--- src/rtl/flow_led_seq_if.sv ---
// Bundle of the pattern sequencer's control inputs and LED/debug outputs.
// The master side drives the upstream tick level and the controls; the
// slave side is the sequencer itself.
interface flow_led_seq_if #(
  parameter int N_LED = 4
);
  logic             tick_in;
  logic             en;
  logic [1:0]       mode;
  logic [N_LED-1:0] led_out;
  logic             step_pulse;
  logic             dir;

  modport master (
    output tick_in, en, mode,
    input  led_out, step_pulse, dir
  );

  modport slave (
    input  tick_in, en, mode,
    output led_out, step_pulse, dir
  );
endinterface

--- src/rtl/flow_led_seq.sv ---
// Flowing one-hot LED sequencer driven by rising edges of an upstream blink
// level. Supports rotate left, rotate right, ping-pong and hold, with an
// optional divider between qualified edges and pattern advances. All outputs
// come straight from registers.
module flow_led_seq #(
  parameter int N_LED    = 4,
  parameter int STEP_DIV = 1,
  parameter int DIV_W    = 8
) (
  input  logic          CLK,
  input  logic          RST,
  flow_led_seq_if.slave bus
);

  typedef enum logic {
    LEFT  = 1'b0,
    RIGHT = 1'b1
  } dir_e;

  localparam logic [1:0] MODE_LEFT  = 2'b00;
  localparam logic [1:0] MODE_RIGHT = 2'b01;
  localparam logic [1:0] MODE_PING  = 2'b10;
  localparam logic [1:0] MODE_HOLD  = 2'b11;

  localparam logic [DIV_W-1:0] DIV_LAST = DIV_W'(STEP_DIV - 1);

  logic             tick_d;
  logic [DIV_W-1:0] div_cnt, div_nxt;
  logic [N_LED-1:0] led_q, led_nxt;
  dir_e             dir_q, dir_nxt;
  logic             step_q, step_nxt;

  logic             rise;
  logic             qual;
  logic [N_LED-1:0] led_rotl;
  logic [N_LED-1:0] led_rotr;

  assign rise     = bus.tick_in & ~tick_d;
  assign qual     = rise & bus.en & (bus.mode != MODE_HOLD);
  assign led_rotl = {led_q[N_LED-2:0], led_q[N_LED-1]};
  assign led_rotr = {led_q[0], led_q[N_LED-1:1]};

  // State register; tick_d resets high so a tick already high at release is not an edge.
  // NOTE: sequential state uses non-blocking (<=) so every register samples pre-edge values.
  always_ff @(posedge CLK or posedge RST) begin
    if (RST) begin
      tick_d  <= 1'b1;
      div_cnt <= '0;
      led_q   <= N_LED'(1);
      dir_q   <= LEFT;
      step_q  <= 1'b0;
    end else begin
      tick_d  <= bus.tick_in;
      div_cnt <= div_nxt;
      led_q   <= led_nxt;
      dir_q   <= dir_nxt;
      step_q  <= step_nxt;
    end
  end

  // Next-state logic: divider, pattern advance and ping-pong direction FSM.
  // NOTE: every output of this block gets a default first so no latch is inferred.
  always_comb begin
    div_nxt  = div_cnt;
    led_nxt  = led_q;
    dir_nxt  = dir_q;
    step_nxt = 1'b0;

    if (qual) begin
      if (div_cnt == DIV_LAST) begin
        div_nxt  = '0;
        step_nxt = 1'b1;
        unique case (bus.mode)
          MODE_LEFT: begin
            led_nxt = led_rotl;
            dir_nxt = LEFT;
          end
          MODE_RIGHT: begin
            led_nxt = led_rotr;
            dir_nxt = RIGHT;
          end
          MODE_PING: begin
            // Turn around on the end LED and move in the same step (no double dwell).
            if (dir_q == LEFT) begin
              if (led_q[N_LED-1]) begin
                dir_nxt = RIGHT;
                led_nxt = led_rotr;
              end else begin
                led_nxt = led_rotl;
              end
            end else begin
              if (led_q[0]) begin
                dir_nxt = LEFT;
                led_nxt = led_rotl;
              end else begin
                led_nxt = led_rotr;
              end
            end
          end
          default: begin
            // Hold never qualifies an event; nothing to do.
          end
        endcase
      end else begin
        div_nxt = div_cnt + 1'b1;
      end
    end
  end

  assign bus.led_out    = led_q;
  assign bus.step_pulse = step_q;
  assign bus.dir        = dir_q;

endmodule

--- src/flat_wrapper.sv ---
// flat-port wrapper written by rule: the top's interface ports become plain ports
module flow_led_seq_flat 
#(
  parameter int N_LED    = 4,
  parameter int STEP_DIV = 1,
  parameter int DIV_W    = 8
)
  (CLK, RST, bus_tick_in, bus_en, bus_mode, bus_led_out, bus_step_pulse, bus_dir);
  flow_led_seq_if #(.N_LED(N_LED)) bus_i ();
  input  logic CLK;
  input  logic RST;
  input wire logic [$bits(bus_i.tick_in)-1:0] bus_tick_in;
  input wire logic [$bits(bus_i.en)-1:0] bus_en;
  input wire logic [$bits(bus_i.mode)-1:0] bus_mode;
  output wire logic [$bits(bus_i.led_out)-1:0] bus_led_out;
  output wire logic [$bits(bus_i.step_pulse)-1:0] bus_step_pulse;
  output wire logic [$bits(bus_i.dir)-1:0] bus_dir;
  assign bus_i.tick_in = bus_tick_in;
  assign bus_i.en = bus_en;
  assign bus_i.mode = bus_mode;
  assign bus_led_out = bus_i.led_out;
  assign bus_step_pulse = bus_i.step_pulse;
  assign bus_dir = bus_i.dir;
  flow_led_seq #(.N_LED(N_LED), .STEP_DIV(STEP_DIV), .DIV_W(DIV_W)) u_core (.CLK(CLK), .RST(RST), .bus(bus_i));
endmodule
--- config.mk ---
export PLATFORM = sky130hd
export DESIGN_NAME = flow_led_seq_flat
export DESIGN_NICKNAME = d
export VERILOG_FILES = /design/src/rtl/flow_led_seq_if.sv /design/src/rtl/flow_led_seq.sv /design/src/flat_wrapper.sv
export SDC_FILE = /design/constraint.sdc
export NUM_CORES = 1
export LEC_CHECK = 0
export CAP_MARGIN = 10
export CORE_MARGIN = 2
export CORE_UTILIZATION = 52
export DETAILED_ROUTE_END_ITERATION = 12
export PLACE_DENSITY = 0.77
export SLEW_MARGIN = 15
export SYNTH_ARGS = -nofsm -noshare
export SYNTH_HDL_FRONTEND = slang
export SYNTH_SLANG_ARGS = --single-unit
--- constraint.sdc ---
create_clock -name CLK -period 1.7 [get_ports CLK]
set_input_delay 0.255 -clock CLK [delete_from_list [all_inputs] [get_ports CLK]]
set_output_delay 0.255 -clock CLK [all_outputs]
set_load 0.01 [all_outputs]
* Yosys cells after proc, flatten, opt, wreduce, memory -nomap -nowiden
Index checks and enable logic that the tools add are counted. Widths: inputs -> output; s select.
Cells by class: multiplexer cells 11, equal/unequal tests 3, reductions and logical operators 4, add/sub/neg operators 1, bitwise logic cells 4
Operators by type and width (count):
- $mux 4 | 3
- $pmux 4 s3 | 1
- $add 8x1->8 const B | 1
- $logic_not 8->1 | 1
- $mux 8 | 1
- $mux 1 | 5
- $and 1x1->1 | 3
- $pmux 1 s3 | 1
- $reduce_and 3->1 | 1
- $reduce_bool 3->1 | 1
- $eq 2x1->1 const B | 1
- $eq 2x2->1 const B | 1
- $logic_not 2->1 | 1
- $ne 2x2->1 const B | 1
- $not 1->1 | 1
Word-level totals: logic and storage cells 28, output and inout port bits 6, flip-flop bits (word level) 15, input bits 6

* Longest topological paths before layout
word-level depth 5, mapped depth 7

* Least setup slack after synthesis
No wires, ideal clock.
path kind input to register, start input port bus_mode[0], end register u_core.led_q[0] (netlist: u_core.bus.led_out[0]), setup slack 263 ps, path buffers 1, cell stages on the path 7, data arrival time 1368 ps, path through inv_1 -> ha_1 -> buf_2 -> or3b_1 -> a21oi_1 -> a211oi_1 -> o21ai_2
Between the ends: word-level cells in the longest chain between the ends 3, elaborated cells between the ends (all ways) 8
Ends and longest elaborated chain:
- from (decl) | RTL line flat_wrapper.sv:14 | input wire logic [$bits(bus_i.mode)-1:0] bus_mode;
- $eq 2x1->1 (tied with other cells) | RTL line flow_led_seq.sv:73 | unique case (bus.mode)
- $reduce_bool 3->1 (no line) / $and 1x1->1 (equally long branches)
- $reduce_and 3->1 (no line)
- to (signal assigned) | RTL line flow_led_seq.sv:55 | led_q <= led_nxt;
- to (decl) | RTL line flow_led_seq.sv:29 | logic [N_LED-1:0] led_q, led_nxt;
Parallel ways exist; a longest one is shown, timed or not. A chain may end at the register's enable or synchronous reset.

* Final worst setup path
start register u_core.led_q[3] (netlist: u_core.bus.led_out[3]), end output port bus_led_out[3]
RTL lines:
- to (decl) | RTL line flat_wrapper.sv:15 | output wire logic [$bits(bus_i.led_out)-1:0] bus_led_out;
No word-level cell between the ends.

==> impl_results.md <==
- Crit path launch: u_core.bus.led_out[3]
- Total Routed Length: 1531 microns
- CP startpoint kind: flop
- Highest-delay cell along the critical path: sky130_fd_sc_hd__clkdlybuf4s50_1
- Critical Setup Path Class: flop to primary output
- Pleak: 0.0004823 uW
- Transition time of the tightest slew-check pin: 535.1 ps
- Critical Path RT: 1440 ps
- Count of state elements after synthesis: 15
- Share of the clock period used by the worst path after layout: 0.9385
- Via total after detailed routing: 687
- Post-detailed-placement half-perimeter wirelength: 1151 microns
- Drt first-iter violations: 9
- Most common cell in the synthesized netlist: sky130_fd_sc_hd__nand2_1
- Post-synthesis cell type with the largest combined area: sky130_fd_sc_hd__dfrtp_1
- Drt pass-1 iters: 4
- Aggregate global-route resource usage: 0.1785
- Total nets after synthesis: 105
- Final worst path period need: 1595 ps
- Worst reg-to-reg path cell count: 7
- R2R setup slack: 240 ps
- Initial core utilization: 0.5722
- Antenna diode instance count: 0
- Final core utilization: 0.6802
- Prevailing post-synth register cell: sky130_fd_sc_hd__dfrtp_1
- Core Area: 1541 sq um
- Routability cong.: 0.8178
- Worst clock skew: 7.221 ps
- Clock buffers created by TritonCTS: 3
- Routed wirelength normalized by instance count: 12.35 microns
- First-pass GRT wire length: 2601 microns
- Type of element capturing the critical path: primary output
- Post-synthesis xor/xnor area fraction: 0.04965
- # hold bufs at CTS: 0
- Number of max-slew violations in the final report: 0
- Maximum number of pins on one net before global-route repair: 16
- CTS Root Cell: sky130_fd_sc_hd__clkbuf_4
- Max-cap viol count: 0
- Dominant combinational cell family by area after synthesis: simple AND/OR/NAND/NOR gates
- Maximum root-to-sink buffer count: 2
- Via density per instance: 5.540
- Power consumption: 928.5 uW
- Peak ir drop on the vdd network: 0.8189 mV
- Top Family by Delay on Critical Path: buffers and inverters
- Fraction of post-synthesis cell area in the top cell type by area: 0.3688
- Max frequency: 626.8 MHz
- Crit Reg-Reg Endpoint: u_core.bus.led_out[3]
- Post-synthesis simple-gate area fraction: 0.2156
- Standard-cell rows: 14
- Post-synthesis cell count: 93
- Capture point of the critical path: bus_led_out[3]
- Final-stage net count: 121
- Share of cell area taken by muxes after synthesis: 0
- DIE AREA: 2042 sq um
- Area of the mapped netlist: 882.1 sq um
- Clock latency on the worst-skew pair: 280 ps
- Fraction of final layout cells with drive strength greater than 1: 0.1296
- Longest individual stage delay on the worst path: 580 ps
- H-tree levels: 1
- # IOs: 12
- # DRC: 0
- Adder and majority cell fraction of the synthesized area: 0.08511
- Number of nets with antenna violations after detailed routing: 0
- Number of antenna violations at the first check in global routing: 0
- Clock tree from TritonCTS: built
- Number of global-route vias before repair: 589
- Type of the most critical hold path: input pin to async pin
- Clock transition at the registers of the reported paths: 80 ps
- Unrepaired setup endpoints after global routing: false
- DIE HEIGHT: 45.19 microns
- Max_slew headroom: 0.6429
- Port buffer count: 11
- Number of setup violations in the final report: 0
- Count of flip-flops with a built-in enable after synthesis: 0
- Run status: completed
- Average footprint of a synthesized cell: 9.485 sq um
- Reg-to-Reg Start: u_core.div_cnt[0]
- Main area contributors after synthesis: sky130_fd_sc_hd__dfrtp_1, sky130_fd_sc_hd__ha_1, sky130_fd_sc_hd__dfstp_2
- PD cells: 885.5 nW/um^2
- Instance count on the critical path: 1
- Leading post-synthesis cells by instance count: sky130_fd_sc_hd__nand2_1, sky130_fd_sc_hd__dfrtp_1, sky130_fd_sc_hd__inv_1
- Count of buffer and inverter cells on the critical path: 1
- CP Cell Sequence: clkdlybuf4s50_1
- Number of failing hold endpoints at the final stage: 0
- Worst EP arrival: 1340 ps
- Async set-or-reset flop fraction in the synthesized netlist: 1.000
- Compound-gate portion of the synthesized area: 0.1504
- Number of distinct library cells after synthesis: 33
- Global route overflow: 0
- Top fanout value on the critical path: 9
- Sequential share of the synthesized area: 0.4284
- Syn. warnings: 0
- Sinks on the clock net: 15
- Die width: 45.19 microns
- Synthesis-to-finish area growth: 18.87%
[registers in the layout, indices dropped and copies added (netlist names)]
| name | flops |
|---|---|
| u_core.bus.dir | 1 |
| u_core.bus.led_out | 4 |
| u_core.bus.step_pulse | 1 |
| u_core.div_cnt | 8 |
| u_core.tick_d | 1 |
[final cells by class]
cell class / instances / area [sq um]
Fill cell: 130 / 493.0
Tap cell: 16 / 20.02
Sequential cell: 15 / 377.9
Multi-Input combinational cell: 64 / 441.7
Inverter: 10 / 37.54
Clock buffer: 4 / 26.28
Timing Repair Buffer: 15 / 145.1
[per-stage QoR]
| step | setup TNS, ps | setup slack (ps) | instance area, sq um | hold WS (ps) | instances |
|---|---|---|---|---|---|
| 2_1_floorplan | 0 | 262.6 | 882.1 | 155.0 | 93 |
| 3_3_place_gp | -1506 | -197.2 | 1017 | 466.6 | 120 |
| 3_5_place_dp | -1806 | -242.5 | 1017 | 471.5 | 120 |
| 4_1_cts | 0 | 3.487 | 1044 | 329.5 | 124 |
| 5_1_grt | 0 | 26.88 | 1049 | 375.5 | 124 |
| 6_report | 0 | 104.6 | 1049 | 307.7 | 124 |
[kinds of logic after synthesis]
kind of cell	Yosys count
adder cells (fa/ha/maj)	6
AND/OR/NAND/NOR	32
flip-flops	15
buffers and inverters	14
XOR/XNOR	5
AO/OA/AOI/OAI	21
[layer usage]
layer  vias to the layer above  track usage  wire length, microns
li1                        351            -                     -
met1                       315       0.2680                   788
met2                        19       0.2429                   641
met3                         2      0.07200                    92
met4                         0      0.03529                     8
met5                         -            0                     0
[cells in the final DEF, fill, tap and decap left out, types with 2 or more instances in the layout]
cell type,Yosys,layout
sky130_fd_sc_hd__clkbuf_4,0,3
sky130_fd_sc_hd__dlymetal6s2s_1,0,2
sky130_fd_sc_hd__dfstp_2,2,2
sky130_fd_sc_hd__nand2_1,14,14
sky130_fd_sc_hd__xnor2_1,5,5
sky130_fd_sc_hd__a21oi_1,7,7
sky130_fd_sc_hd__buf_4,0,4
sky130_fd_sc_hd__nand2b_1,3,3
sky130_fd_sc_hd__clkdlybuf4s50_1,0,9
sky130_fd_sc_hd__ha_1,6,6
sky130_fd_sc_hd__o21ai_0,2,2
sky130_fd_sc_hd__dfrtp_1,13,13
sky130_fd_sc_hd__o21ai_1,3,3
sky130_fd_sc_hd__nand4_1,2,2
sky130_fd_sc_hd__inv_1,10,10
sky130_fd_sc_hd__nand3_1,3,3
sky130_fd_sc_hd__o32a_1,2,2
[worst min path at each step]
stage / endpoint / cells after the start
3_3_place_gp: u_core.div_cnt[7] / 1
4_1_cts: u_core.div_cnt[5] / 2
3_5_place_dp: u_core.div_cnt[7] / 1
5_1_grt: u_core.div_cnt[2] / 2
2_1_floorplan: u_core.bus.dir / 1
6_report: u_core.div_cnt[2] / 2
[power by group]
group / internal [uW] / switching (uW) / leakage, uW
clock network: 91.0 / 103 / 0.0000150
logic: 131 / 125 / 0.000269
registers: 414 / 64.0 / 0.000198
total: 636 / 293 / 0.000482
[what timing repair did]
| item | in CTS | in global routing |
|---|---|---|
| buffers inserted | 0 | 0 |
| gates resized for setup | 0 | 2 |
| setup endpoints to repair | 0 | 3 |
(Power assumes the default switching activity.)
